`config.mk`:
```
export PLATFORM = sky130hd
export DESIGN_NAME = fetch_buffer
export DESIGN_NICKNAME = d
export VERILOG_FILES = /design/src/rtl/fetch_buffer.sv
export SDC_FILE = /design/constraint.sdc
export NUM_CORES = 1
export LEC_CHECK = 0
export ABC_AREA = 1
export CAP_MARGIN = 15
export CORE_MARGIN = 4
export CORE_UTILIZATION = 42
export DETAILED_ROUTE_END_ITERATION = 8
export GPL_ROUTABILITY_DRIVEN = 0
export REMOVE_ABC_BUFFERS = 1
export SLEW_MARGIN = 10
export SYNTH_ARGS = -nofsm -noshare
export SYNTH_HDL_FRONTEND = slang
export SYNTH_SLANG_ARGS = --single-unit
```
`constraint.sdc`:
```
create_clock -name clk -period 2 [get_ports clk]
set_clock_uncertainty 0.05 [all_clocks]
set_input_delay 0.3 -clock clk [delete_from_list [all_inputs] [get_ports clk]]
set_output_delay 0.3 -clock clk [all_outputs]
set_load 0.005 [all_outputs]
```
`src/rtl/fetch_buffer.sv`:
```
// fetch_buffer: instruction-fetch front end. Owns the PC, issues requests to a
// synchronous ROM (one-cycle read latency) and queues returned {inst, pc}
// pairs in a DEPTH-entry circular buffer presented to the decoder with
// valid/ready. A redirect flushes everything and restarts fetch at redirect_pc.
module fetch_buffer #(
  parameter int          INST_W   = 26,
  parameter int          PC_W     = 16,
  parameter int          DEPTH    = 4,
  parameter int unsigned PC_STEP  = 1,
  parameter int unsigned RESET_PC = 0
) (
  input  logic                       clk,
  input  logic                       rst,
  input  logic                       fetch_en,
  output logic                       imem_req,
  output logic [PC_W-1:0]            imem_addr,
  input  logic [INST_W-1:0]          imem_data,
  input  logic                       redirect_valid,
  input  logic [PC_W-1:0]            redirect_pc,
  output logic                       out_valid,
  input  logic                       out_ready,
  output logic [INST_W-1:0]          out_inst,
  output logic [PC_W-1:0]            out_pc,
  output logic [$clog2(DEPTH+1)-1:0] occupancy
);

  localparam int CNT_W = $clog2(DEPTH + 1);
  localparam int PTR_W = $clog2(DEPTH);

  logic [PC_W-1:0]   pc_q, pc_d;
  logic [PC_W-1:0]   req_pc_q, req_pc_d;
  logic              inflight_q, inflight_d;
  logic [INST_W-1:0] mem_inst_q [DEPTH];
  logic [INST_W-1:0] mem_inst_d [DEPTH];
  logic [PC_W-1:0]   mem_pc_q   [DEPTH];
  logic [PC_W-1:0]   mem_pc_d   [DEPTH];
  logic [PTR_W-1:0]  rd_ptr_q, rd_ptr_d;
  logic [PTR_W-1:0]  wr_ptr_q, wr_ptr_d;
  logic [CNT_W-1:0]  count_q, count_d;

  logic credit_ok;
  logic issue;
  logic push;
  logic pop;

  // Pointers wrap explicitly so non-power-of-two depths work.
  function automatic logic [PTR_W-1:0] ptr_inc(input logic [PTR_W-1:0] p);
    return (p == PTR_W'(DEPTH - 1)) ? '0 : p + PTR_W'(1);
  endfunction

  // Handshake decode: an in-flight request reserves a slot, so a push can never overflow.
  always_comb begin
    credit_ok = ({1'b0, count_q} + (CNT_W+1)'(inflight_q)) < (CNT_W+1)'(DEPTH);
    issue     = rst & fetch_en & ~redirect_valid & credit_ok;
    push      = inflight_q & ~redirect_valid;
    out_valid = (count_q != '0) & ~redirect_valid;
    pop       = out_valid & out_ready;
    imem_req  = issue;
    imem_addr = pc_q;
    out_inst  = mem_inst_q[rd_ptr_q];
    out_pc    = mem_pc_q[rd_ptr_q];
    occupancy = count_q;
  end

  // Next-state: redirect flushes queue and in-flight response; otherwise issue/push/pop.
  always_comb begin
    pc_d       = pc_q;
    req_pc_d   = req_pc_q;
    inflight_d = 1'b0;
    rd_ptr_d   = rd_ptr_q;
    wr_ptr_d   = wr_ptr_q;
    count_d    = count_q;
    mem_inst_d = mem_inst_q;
    mem_pc_d   = mem_pc_q;
    if (redirect_valid) begin
      pc_d     = redirect_pc;
      rd_ptr_d = '0;
      wr_ptr_d = '0;
      count_d  = '0;
    end else begin
      if (issue) begin
        req_pc_d   = pc_q;
        inflight_d = 1'b1;
        pc_d       = pc_q + PC_W'(PC_STEP);
      end
      if (push) begin
        mem_inst_d[wr_ptr_q] = imem_data;
        mem_pc_d[wr_ptr_q]   = req_pc_q;
        wr_ptr_d             = ptr_inc(wr_ptr_q);
      end
      if (pop) begin
        rd_ptr_d = ptr_inc(rd_ptr_q);
      end
      case ({push, pop})
        2'b10:   count_d = count_q + CNT_W'(1);
        2'b01:   count_d = count_q - CNT_W'(1);
        default: count_d = count_q;
      endcase
    end
  end

  // State registers with asynchronous active-low reset, storage included.
  always_ff @(posedge clk or negedge rst) begin
    if (!rst) begin
      pc_q       <= PC_W'(RESET_PC);
      req_pc_q   <= '0;
      inflight_q <= 1'b0;
      rd_ptr_q   <= '0;
      wr_ptr_q   <= '0;
      count_q    <= '0;
      for (int unsigned i = 0; i < DEPTH; i++) begin
        mem_inst_q[i] <= '0;
        mem_pc_q[i]   <= '0;
      end
    end else begin
      pc_q       <= pc_d;
      req_pc_q   <= req_pc_d;
      inflight_q <= inflight_d;
      rd_ptr_q   <= rd_ptr_d;
      wr_ptr_q   <= wr_ptr_d;
      count_q    <= count_d;
      mem_inst_q <= mem_inst_d;
      mem_pc_q   <= mem_pc_d;
    end
  end

endmodule
```
==> reports/summary.txt <==
Post-detailed-route via-to-cell ratio -> 5.14
Upper clock frequency limit -> 464 MHz
Leftover overflow at the end of global routing -> 0
Unrepaired setup endpoints after global routing -> yes
Slew Limit Headroom -> 0.427
Synthesized cell area -> 9410 um2
Max VDD drop -> 0.621 mV
Count of antenna diodes in the layout -> 0
Seq. cell area -> 5210 um2
Leakage Power -> 5.92 nW
Dpl cells -> 1460
Violations in the final reports -> negative setup slack
Avg Synthesized Cell Area -> 8.57 um2
Final Slew Violations -> 0
Cell internal pwr -> 8.49 mW
Fraction of synthesized cell area in xor and xnor cells -> 0.00465
Fraction of power spent switching nets -> 0.271
Setup-violating endpoint count in the final report -> 40
Arrival time reported for the critical path endpoint -> 1.81 ns
Final hold violation count -> 0
Area of the die -> 24900 um2
Fraction of synthesis flops using an asynchronous set or reset pin -> 1.00
Synth Area in Adders -> 0.0101
Net switching power -> 3.16 mW
Placeable core region -> 22000 um2
Starting Density -> 0.428
Nets@finish -> 1289
Part of the Yosys area used for sequential elements -> 0.553
Post-route standard cell area excluding fillers -> 12600 um2
Synthesized-area fraction occupied by ao, oa, aoi and oai cells -> 0.184
Die extent in x -> 158 um
Die span in y -> 158 um
Routed WL -> 24.6 mm
Crit path max-delay family -> buffers and inverters
Top-level I/O count -> 110
Clock network latency to the later pin of the worst-skew pair -> 0.50 ns
Max Fanout on Critical Path -> 8
Synth Flop Type -> sky130_fd_sc_hd__dfrtp_1
Critical path, cell by cell -> clkinv_4 -> buf_6 -> buf_12 -> buf_12 -> o21ai_2 -> o22ai_1 -> buf_2
Multiplexer share of the synthesized area -> 0
Crit path required time -> 1.65 ns
Via count of the first global-routing pass -> 7842
Standard cell with the maximum stage delay on the critical path -> sky130_fd_sc_hd__dfrtp_2
Number of remaining DRC errors -> 0
Non-filler instance count after layout -> 1532
Ys Warns -> 0
Simple-gate portion of the synthesized area -> 0.171
Area of the multi-input gates -> 3970 um2
Number of nets with antenna violations after detailed routing -> 0
Buffers on Ports -> 109
Clock network fraction of design power -> 0.385
Wire length of the first global-routing pass -> 40.4 mm
Synth-to-Final Area Change -> 33.9%
Flip-flop and latch count after synthesis -> 208
EDFF count, synth -> 0
Combinational cell fraction of total power -> 0.187
Power per cell area -> 924 nW/um2
Critical Path End Type -> output pin
Half-perimeter wire length after detailed placement -> 14.2 mm
Sum of buffers and inverters on the critical path -> 5
Number of buffers created by CTS -> 23
Fraction of final layout cells sized beyond drive strength 1 -> 0.220
Top cell by count, worst path -> sky130_fd_sc_hd__buf_12
Area after detailed placement -> 10900 um2
Run status -> complete, but fails checks
Number of filler cells placed in the layout -> 1984
Post-CTS clock slew at the launch and capture registers of the worst setup and hold paths -> 0.06 ns
Number of antenna violations at the first check in global routing -> 0
Path type of the worst setup path -> reg2out
Number of detailed-routing iterations run before antenna repair -> 6
Yosys cell types -> 29
Per-cell routed wire length -> 16.1 um
Clock net sink count -> 208
Count of routing violations after the opening detailed-route iteration -> 498
Routed via count -> 7882
Actual transition at the worst max-transition pin -> 0.860 ns
Worst path max stage delay -> 0.45 ns
H-tree level count -> 1
Root Buffer -> sky130_fd_sc_hd__clkbuf_16
Maximum clock path buffer count -> 3
Startpoint Class -> flip-flop
Dominant combinational cell family by area after synthesis -> compound AO/OA/AOI/OAI gates
Pin count of the biggest net entering global routing -> 142
Fin crit share -> 1.08
Total global-route track usage -> 0.198
Fin worst setup slack -> -0.155 ns
Count of max-cap constraint violations -> 0
Class of the tightest hold or removal check -> in2reg
Number of placement rows -> 54
Clock tree from TritonCTS -> done
Power share of the sequential group -> 0.428
Crit path time final -> 2.16 ns
Cell count after synthesis -> 1098
==> power groups by stage <==
stage	clock (mW)	combinational, mW	sequential (mW)
floorplan	0	0.898	4.96
finish	4.49	2.17	4.98
detailed placement	0	2.03	4.99
CTS	4.59	2.15	4.96
global placement	0	2.01	4.99
global route	4.78	2.44	5.04
==> layout by cell type (no fill, tap or decap), types with 3 or more instances in the layout <==
master                            count
sky130_fd_sc_hd__buf_4               19
sky130_fd_sc_hd__o21ai_2             45
sky130_fd_sc_hd__dfrtp_1            207
sky130_fd_sc_hd__clkdlybuf4s50_1     64
sky130_fd_sc_hd__o211ai_1             6
sky130_fd_sc_hd__clkinv_2             5
sky130_fd_sc_hd__nand2_2              5
sky130_fd_sc_hd__o21ai_1            117
sky130_fd_sc_hd__nor2_2              30
sky130_fd_sc_hd__clkbuf_1             3
sky130_fd_sc_hd__buf_2               37
sky130_fd_sc_hd__nand4_1              5
sky130_fd_sc_hd__clkbuf_8             5
sky130_fd_sc_hd__inv_1               68
sky130_fd_sc_hd__buf_6               20
sky130_fd_sc_hd__o22ai_1             26
sky130_fd_sc_hd__buf_16              10
sky130_fd_sc_hd__nor2_4              13
sky130_fd_sc_hd__clkbuf_16           25
sky130_fd_sc_hd__nand2_1            262
sky130_fd_sc_hd__xor2_1               3
sky130_fd_sc_hd__a21oi_1              5
sky130_fd_sc_hd__o21ai_0            107
sky130_fd_sc_hd__o21ai_4              6
sky130_fd_sc_hd__clkdlybuf4s15_2      3
sky130_fd_sc_hd__nor2_1              63
sky130_fd_sc_hd__inv_2                5
sky130_fd_sc_hd__ha_1                 6
sky130_fd_sc_hd__bufinv_16            4
sky130_fd_sc_hd__nand3_1             22
sky130_fd_sc_hd__buf_12              17
sky130_fd_sc_hd__o22ai_2             16
==> final timing paths <==
kind,endpoint,cells after the start,start,slack (ns)
max,out_inst[14],7,rd_ptr_q[0],-0.16
min,imem_addr[0],3,redirect_pc[0],0.29
max reg2reg,occupancy[2],11,occupancy[1],0.23
min reg2reg,req_pc_q[5],2,req_pc_q[5],0.43
max in group asynchronous,mem_pc_q[57],3,rst,0.67
min in group asynchronous,mem_pc_q[17],3,rst,0.53
==> layer usage <==
metal  GRT usage  routed length (um)  up-vias
met5           0                   0        -
met2       0.329               11400      201
met4      0.0492                 495        0
met1       0.276               11500     3725
li1            -                   -     3916
met3      0.0273                1220       40
==> stage by stage <==
stage | TNS, ns | hold WS [ns] | worst slack, ns | power [mW] | util
2_1_floorplan | -61.20 | -0.0456 | -1.45 | 5.86 | -
3_3_place_gp | -0.122 | 0.409 | -0.0904 | 7.00 | 0.496
3_5_place_dp | -0.151 | 0.414 | -0.114 | 7.03 | 0.496
4_1_cts | -4.42 | 0.280 | -0.185 | 11.7 | 0.565
5_1_grt | -5.87 | 0.293 | -0.245 | 12.3 | 0.574
6_report | -2.83 | 0.294 | -0.155 | 11.6 | 0.574
==> tightest hold or removal path: cells and delay by family <==
kind	cells	cell delay (ns)
buf+inv	1	0.39
simple gates	2	0.12
==> registers in the layout, indices dropped and copies added, names as in the netlist <==
name / cells
occupancy: 3
wr_ptr_q: 2
inflight_q: 1
req_pc_q: 16
mem_inst_q: 104
mem_pc_q: 64
imem_addr: 16
rd_ptr_q: 2
==> cells in the mapped netlist, drive strengths merged, types with 5 or more instances <==
master | number | area, um2
nand4 | 5 | 31.3
inv | 74 | 278
o22ai | 42 | 263
nand2 | 267 | 1010
nand3 | 24 | 130
a21oi | 5 | 25.0
buf | 38 | 335
o21ai | 275 | 1380
ha | 6 | 75.1
o211ai | 6 | 45.0
nor2 | 106 | 405
dfrtp | 208 | 5200
clkbuf | 30 | 113
==> repair_timing <==
item	4_1_cts	5_1_grt
gates cloned	11	2
buffers inserted	16	1
hold buffers	1	0
pin swaps	44	22
endpoints found under the setup margin	44	43
gates resized for setup	366	55
hold endpoints to repair	122	0
==> area by class of cell <==
class | count | share of cell area
clock buffers | 30 | 0.0510
clock inverters | 12 | 0.0134
inverters | 74 | 0.0224
multi-input cells | 748 | 0.315
flip-flops and latches | 208 | 0.413
well taps | 280 | 0.0278
repair buffers | 180 | 0.157
==> cell families after synthesis <==
kind of cell | after synthesis
adder cells (fa/ha/maj) | 7
flip-flops | 208
AO/OA/AOI/OAI | 330
XOR/XNOR | 5
AND/OR/NAND/NOR | 406
buffers and inverters | 142
No activity file was read; power rests on OpenSTA's default activity.
